$ cat src/rtl/reg_file.sv
// rtl/reg_file.sv - p18240 general-purpose register file with ZCNV condition-code register
// Two combinational read ports, one write port, optional same-cycle write forwarding.
module reg_file #(
   parameter int  NUM_REGS = 8,
   parameter int  WIDTH    = 16,
   parameter bit  BYPASS   = 1'b0,
   localparam int SELW     = $clog2(NUM_REGS)
) (
   input  logic                      clock,
   input  logic                      reset,
   input  logic                      wrEn,
   input  logic [SELW-1:0]           wrSel,
   input  logic [WIDTH-1:0]          wrData,
   input  logic [SELW-1:0]           rdSelA,
   input  logic [SELW-1:0]           rdSelB,
   output logic [WIDTH-1:0]          outA,
   output logic [WIDTH-1:0]          outB,
   input  logic                      ccLoad,
   input  logic [3:0]                ccIn,
   output logic [3:0]                ccOut,
   output logic [NUM_REGS*WIDTH-1:0] regView
);

   logic [WIDTH-1:0] regs_q [NUM_REGS];
   logic [WIDTH-1:0] regs_d [NUM_REGS];
   logic [3:0]       cc_q;
   logic [3:0]       cc_d;

   // Matching against every legal index means selects >= NUM_REGS never hit a register.
   always_comb begin
      for (int i = 0; i < NUM_REGS; i++) begin
         regs_d[i] = regs_q[i];
         if (wrEn && (wrSel == SELW'(i))) begin
            regs_d[i] = wrData;
         end
      end
      cc_d = ccLoad ? ccIn : cc_q;
   end

   always_ff @(posedge clock or posedge reset) begin
      if (reset) begin
         for (int i = 0; i < NUM_REGS; i++) begin
            regs_q[i] <= '0;
         end
         cc_q <= 4'b0000;
      end else begin
         for (int i = 0; i < NUM_REGS; i++) begin
            regs_q[i] <= regs_d[i];
         end
         cc_q <= cc_d;
      end
   end

   // Forwarding applies only to in-range selects, so it lives inside the index match.
   always_comb begin
      outA = '0;
      outB = '0;
      for (int i = 0; i < NUM_REGS; i++) begin
         if (rdSelA == SELW'(i)) begin
            outA = (BYPASS && wrEn && (wrSel == SELW'(i))) ? wrData : regs_q[i];
         end
         if (rdSelB == SELW'(i)) begin
            outB = (BYPASS && wrEn && (wrSel == SELW'(i))) ? wrData : regs_q[i];
         end
      end
   end

   assign ccOut = cc_q;

   genvar g;
   generate
      for (g = 0; g < NUM_REGS; g++) begin : g_view
         assign regView[g*WIDTH +: WIDTH] = regs_q[g];
      end
   endgenerate

endmodule
$ cat config.mk
export PLATFORM = sky130hd
export DESIGN_NAME = reg_file
export DESIGN_NICKNAME = d
export VERILOG_FILES = /design/src/rtl/reg_file.sv
export SDC_FILE = /design/constraint.sdc
export NUM_CORES = 1
export LEC_CHECK = 0
export ABC_AREA = 1
export CORE_ASPECT_RATIO = 1.2
export CORE_MARGIN = 5
export CORE_UTILIZATION = 35
export CTS_BUF_LIST = sky130_fd_sc_hd__clkbuf_8
export DETAILED_ROUTE_END_ITERATION = 6
export PLACE_DENSITY = 0.71
export REMOVE_ABC_BUFFERS = 1
export SETUP_SLACK_MARGIN = 0.5
export SLEW_MARGIN = 20
export SYNTH_ARGS = -nofsm -noshare
export SYNTH_HDL_FRONTEND = slang
export SYNTH_SLANG_ARGS = --single-unit
$ cat constraint.sdc
create_clock -name clock -period 5.5 [get_ports clock]
set_input_delay 0.55 -clock clock [delete_from_list [all_inputs] [get_ports clock]]
set_output_delay 0.55 -clock clock [all_outputs]
set_load 0.005 [all_outputs]
==> results of run 1 <==
## state kept, by name, summed over array words and instances, names as in the netlist
| signal | cells |
|---|---|
| regView | 128 |
| ccOut | 4 |
## cell families after synthesis
kind of cell           synth area share (%)
and+or+nand+nor                       35.06
DFF                                   47.36
AOI/OAI and AO/OA                     9.257
buffers and inverters                 7.679
muxes                                0.6458
## Yosys cell counts (all sizes together)
| cell type | count | area share, % |
|---|---|---|
| nand2 | 218 | 12 |
| nand4 | 157 | 14 |
| dfrtp | 132 | 47 |
| o21ai | 112 | 8.0 |
| nor2 | 88 | 5.0 |
| inv | 45 | 2.6 |
| buf | 41 | 3.7 |
| nand3 | 36 | 2.6 |
| clkbuf | 27 | 1.5 |
| a21oi | 17 | 1.2 |
| nor3 | 7 | 1.6 |
| mux2 | 4 | 0.65 |
## power groups by stage
stage	Combinational, mW	Sequential (mW)	Clock (mW)
floorplan	0.301	1.34	0
global placement	0.923	1.38	0
detailed placement	0.941	1.38	0
CTS	0.945	1.36	0.896
global route	1.02	1.39	0.932
finish	0.933	1.37	0.876
## metal layers
metal  vias to the layer above  part of all wire [%]  global-route usage (%)
met1                      3434                    42                   27.67
met5                         -                 0.050                       0
met4                         2                   2.5                   8.052
met2                       364                    47                   36.35
li1                       3397                     -                       -
met3                        53                   8.8                   6.313
## final cells by class
cell class | count | area (um^2) | share of cell area (%)
Inverter | 45 | 183.9 | 1.959
Clock inverter | 13 | 157.7 | 1.679
Multi-Input combinational cell | 639 | 3141 | 33.44
Timing Repair Buffer | 206 | 2017 | 21.48
Clock buffer | 19 | 261.5 | 2.785
Sequential cell | 132 | 3303 | 35.18
Tap cell | 261 | 326.6 | 3.478
## worst reg2reg max path: stages (launching register included)
cell	delay (ps)
dfrtp_1	440
nand2_1	90
o21ai_0	110
## worst max-delay path by stage
stage / startpoint / end / cells past startpoint
global route: rdSelA[0] / outA[2] / 6
global placement: rdSelA[0] / outA[5] / 6
detailed placement: rdSelB[1] / outB[5] / 6
floorplan: reset / ccOut[0]$_DFFE_PP0P_ / 1
CTS: rdSelB[1] / outB[5] / 6
finish: rdSelB[1] / outB[5] / 6
## stage by stage
stage / util, % / power [mW] / hold WS (ps) / cells / setup slack [ps]
final: 47.86 / 3.175 / 510.0 / 1315 / 1699
after global routing: 47.86 / 3.344 / 532.0 / 1315 / 1591
after CTS: 47.84 / 3.202 / 514.8 / 1315 / 1746
after detailed placement: 45.70 / 2.319 / 495.6 / 1283 / 1768
after global placement: 45.70 / 2.301 / 490.4 / 1283 / 1853
after floorplan: - / 1.644 / 497.2 / 816 / 1424
==> key figures, run 1 <==
STA
  – Clock skew: 0 ps
  – RSZ-0062 raised after global routing: false
  – Setup violations, final: 0
  – Hold Vio Cnt, Final: 0
  – F_max: 0.2631 GHz
  – Slew margin rel.: 24.39%
  – Slew @ Worst Pin: 1131 ps
  – Max-slew violation count: 0
  – Setup TNS: 0 ps
  – Fin crit share: 69.11%
  – Tmin final: 3801 ps

Worst setup path
  – WP data required: 4950 ps
  – Worst path max stage delay: 950 ps
  – Critical path class: in -> out
  – Slowest-stage cell, CP: nor3_4
  – R2r startpoint: regView[45]$_DFFE_PP0P_
  – Crit end category: output pin
  – FF-to-FF setup slack: 4710 ps
  – Top delay family on crit path: buffers and inverters
  – CP cell instances: buf_2 > inv_4 > nor3_4 > nand2_1 > nand4_1 > clkdlybuf4s50_1
  – Reg2Reg Depth: 2
  – Worst-path fanout max: 35
  – CP startpoint kind: input pin
  – Critical path buffers and inverters: 3
  – Worst path arrival time: 3250 ps
  – Worst r2r dst: regView[45]$_DFFE_PP0P_

Power and ir drop
  – Sw frac: 32.15%
  – Seq pwr share: 43.0%
  – Cell Pwr Density: 338.1 nW/um^2
  – Combinational share of power: 29.4%
  – Peak supply drop: 0.1581 mV
  – Leak pwr: 3.938 nW
  – Clock Power Share: 27.6%
  – Psw: 1.021 mW
  – P_int: 2.154 mW

Final layout
  – Fill count: 1,928
  – Post-route cell area: 9390 um^2
  – Most frequent cells in the layout: nand2_1 (214), clkdlybuf4s50_1 (192), nand4_1 (157), dfrtp_1 (132), o21ai_0 (112)
  – Syn-to-layout area delta: 34.64%
  – Nets@finish: 1,074
  – Most common cell after layout, fill and taps aside: nand2_1
  – Layout cell share with drive strength beyond 1: 6.546%
  – Diodes inserted: 0

Clock tree
  – H-tree Lvls: 4
  – Post-CTS sizing: 0
  – CTS root buffer: clkbuf_8
  – CTS tree: built
  – Reg clk slew, reported paths: 70 ps
  – Setup bufs post-CTS: 0
  – Clock latency on the worst-skew pair: 440 ps
  – Clk sinks: 132
  – Total clock buffers created by CTS: 17
  – Max Root-Sink Buffers: 2
  – Hold_buf cts: 0

Floorplan
  – Total core area: 19,620 um^2
  – Die area: 22,860 um^2
  – Chip width: 138.9 um
  – Starting Density: 35.55%
  – DIE HEIGHT: 164.6 um
  – Site Rows: 56
  – IO Pins: 197

Worst hold path
  – Hold Crit Class: reg -> reg
  – Hold path depth: 2
  – Worst Hold End: regView[77]$_DFFE_PP0P_
  – Hold path start: regView[77]$_DFFE_PP0P_

Synth
  – Library cells used by synthesis: 19
  – Mean Syn Cell Area: 7.889 um^2
  – Sequential share of the synthesized area: 47.36%
  – Synth warn: 0
  – Post-Syn Instances: 884
  – Synthesized flop and latch total: 132
  – Mapped Area: 6974 um^2

Run status
  – Outcome: complete, no violations

GRT
  – Global-route wire length before repair: 39.25 mm
  – Largest net degree at the start of global routing: 90
  – Number of global-route vias before repair: 6,901
  – Grt ovf: 0
  – Antenna violations before repair: 1
  – GRT Util Overall: 22.02%

Detailed routing
  – Routed WL per cell: 19.80 um
  – DR pass1 iterations: 6
  – Vias per inst: 5.513
  – WL final: 26.04 mm
  – # DRC: 0
  – Total number of vias: 7,250
  – Antenna Nets Post-Route: 0
  – DR iter-0 viols: 648

Flow run
  – Max Cap Viol: 0

Placement
  – Port-buffer cells: 196
  – Gp weighted congestion: 0.8426
  – Placed cell areas: 8966 um^2
  – Dpl hpwl: 16.66 mm
No activity file was read; power rests on OpenSTA's default activity.
==> run 2, diff against run 1 <==
- clock period: 5.5 -> 3.5 ns (I/O delays scaled with it)
==> key figures, run 2 (synthesis gave the netlist of run 1 again) <==
Run status
  – Outcome: complete, no violations

Power and ir drop
  – Cell Pwr Density: 504.8 nW/um^2 (+49%)
  – Peak supply drop: 0.2005 mV (+27%)
  – Leak pwr: 3.981 nW (+1.1%)
  – Design Power: 4.744 mW (+49%)

Worst setup path
  – WP data required: 3150 ps (-1800 ps)
  – Worst path arrival time: 2480 ps (-770 ps)
  – Worst-path fanout max: 19 (-46%)
  – Critical path class: in -> out
  – Crit end category: output pin
  – Slowest-stage cell, CP: nor3_4
  – CP startpoint kind: input pin
  – Worst path max stage delay: 550 ps (-400 ps)
  – R2r startpoint: regView[45]$_DFFE_PP0P_
  – CP cell instances: buf_2 > inv_4 > nor3_4 > buf_4 > nand2_1 > nand4_1 > clkdlybuf4s50_1
  – Setup crit start: rdSelB[0]

GRT
  – Grt ovf: 0 (unchanged)
  – Antenna violations before repair: 1 (unchanged)
  – Number of global-route vias before repair: 6,759 (-2.1%)
  – Global-route wire length before repair: 39.81 mm (+1.4%)
  – GRT Util Overall: 22.33% (+0.31 points)
  – Largest net degree at the start of global routing: 67 (-26%)

Clock tree
  – Total clock buffers created by CTS: 17 (unchanged)
  – Clk sinks: 132 (unchanged)
  – Max Root-Sink Buffers: 2 (unchanged)
  – Setup bufs post-CTS: 0 (unchanged)
  – CTS root buffer: clkbuf_8
  – Clock latency on the worst-skew pair: 440 ps (about the same)
  – Reg clk slew, reported paths: 70 ps (about the same)
  – Hold_buf cts: 0 (unchanged)
  – H-tree Lvls: 4 (unchanged)
  – Post-CTS sizing: 0 (unchanged)
  – CTS tree: built

Floorplan
  – IO Pins: 197 (unchanged)
  – Total core area: 19,620 um^2 (unchanged)
  – Starting Density: 35.55% (unchanged)
  – Chip width: 138.9 um (unchanged)
  – Die area: 22,860 um^2 (unchanged)
  – Site Rows: 56 (unchanged)
  – DIE HEIGHT: 164.6 um (unchanged)

Final layout
  – Most frequent cells in the layout: nand2_1 (214), clkdlybuf4s50_1 (192), nand4_1 (157), dfrtp_1 (132), o21ai_0 (112)
  – Nets@finish: 1,086 (+1.1%)
  – Most common cell after layout, fill and taps aside: nand2_1
  – Largest register FFs: 128 (unchanged)
  – Layout cell share with drive strength beyond 1: 6.961% (+0.41 points)
  – Diodes inserted: 0 (unchanged)
  – Syn-to-layout area delta: 34.75% (about the same)
  – Post-route insts no fill: 1,324 (+0.68%)

Detailed routing
  – # DRC: 0 (unchanged)
  – DR pass1 iterations: 6 (unchanged)
  – Antenna Nets Post-Route: 0 (unchanged)
  – DR iter-0 viols: 765 (+18%)
  – Routed WL per cell: 19.50 um (-1.5%)
  – Total number of vias: 7,271 (+0.29%)
  – Vias per inst: 5.492 (-0.39%)
  – WL final: 25.82 mm (-0.86%)

STA
  – F_max: 0.3528 GHz
  – Hold Vio Cnt, Final: 0 (unchanged)
  – Slew @ Worst Pin: 1107 ps (-23.98 ps)
  – Setup TNS: 0 ps (unchanged)
  – Fin crit share: 80.99%
  – Setup violations, final: 0 (unchanged)
  – Clock skew: 0 ps (unchanged)
  – Slew margin rel.: 26.05% (+1.7 points)
  – RSZ-0062 raised after global routing: false
  – Worst setup margin: 665.4 ps (-1033 ps)
  – Tmin final: 2835 ps
  – Max-slew violation count: 0 (unchanged)

Flow run
  – Max Cap Viol: 0 (unchanged)

Placement
  – Pre-CTS setup slack: 674.1 ps (-1094 ps)
  – Dpl hpwl: 17.68 mm (+6.2%)
  – Placed cell count: 1,295 (+0.94%)
  – Gp weighted congestion: 0.8097 (-3.9%)
  – Port-buffer cells: 196 (unchanged)

Worst hold path
  – Hold Crit Class: in -> async
-- run 2: per-layer routing --
layer / routed length, um / GRT usage [%]
met1: 10730 / 29.19
met2: 11760 / 35.57
met3: 2545 / 6.719
met4: 759 / 7.607
met5: 20 / 0
-- run 2: cell type report --
type / instances / area (um^2)
Fill cell: 1923 / 10220
Sequential cell: 132 / 3303
Inverter: 45 / 183.9
Timing Repair Buffer: 218 / 2120
Multi-Input combinational cell: 639 / 3141
Clock buffer: 18 / 247.7
Clock inverter: 11 / 76.32
Tap cell: 261 / 326.6
-- run 2: power breakdown --
group          switching (mW)  internal (mW)
clock                   0.565          0.548
combinational           0.637          0.844
sequential              0.338           1.81
-- run 2: final timing paths --
check / depth (start not counted) / end / slack, ps
max: 7 / outB[11] / 670
min reg2reg: 1 / ccOut[1]$_DFFE_PP0P_ / 510
max in group asynchronous: 3 / regView[34]$_DFFE_PP0P_ / 2380
max reg2reg: 2 / regView[45]$_DFFE_PP0P_ / 2680
min in group clock: 2 / ccOut[2]$_DFFE_PP0P_ / 510
min: 2 / regView[67]$_DFFE_PP0P_ / 350
-- run 2: worst max-delay path, delay by kind of cell --
kind	cells	cell delay [ps]
buffers and inverters	4	1410
and+or+nand+nor	3	710
-- run 2: per-stage QoR --
step,hold slack [ps],instance area [um^2],util (%)
5_1_grt,396.9,9398,47.90
2_1_floorplan,497.2,6618,-
6_report,352.6,9398,47.90
3_3_place_gp,489.3,9069,46.22
3_5_place_dp,500.9,9071,46.24
4_1_cts,366.1,9395,47.89
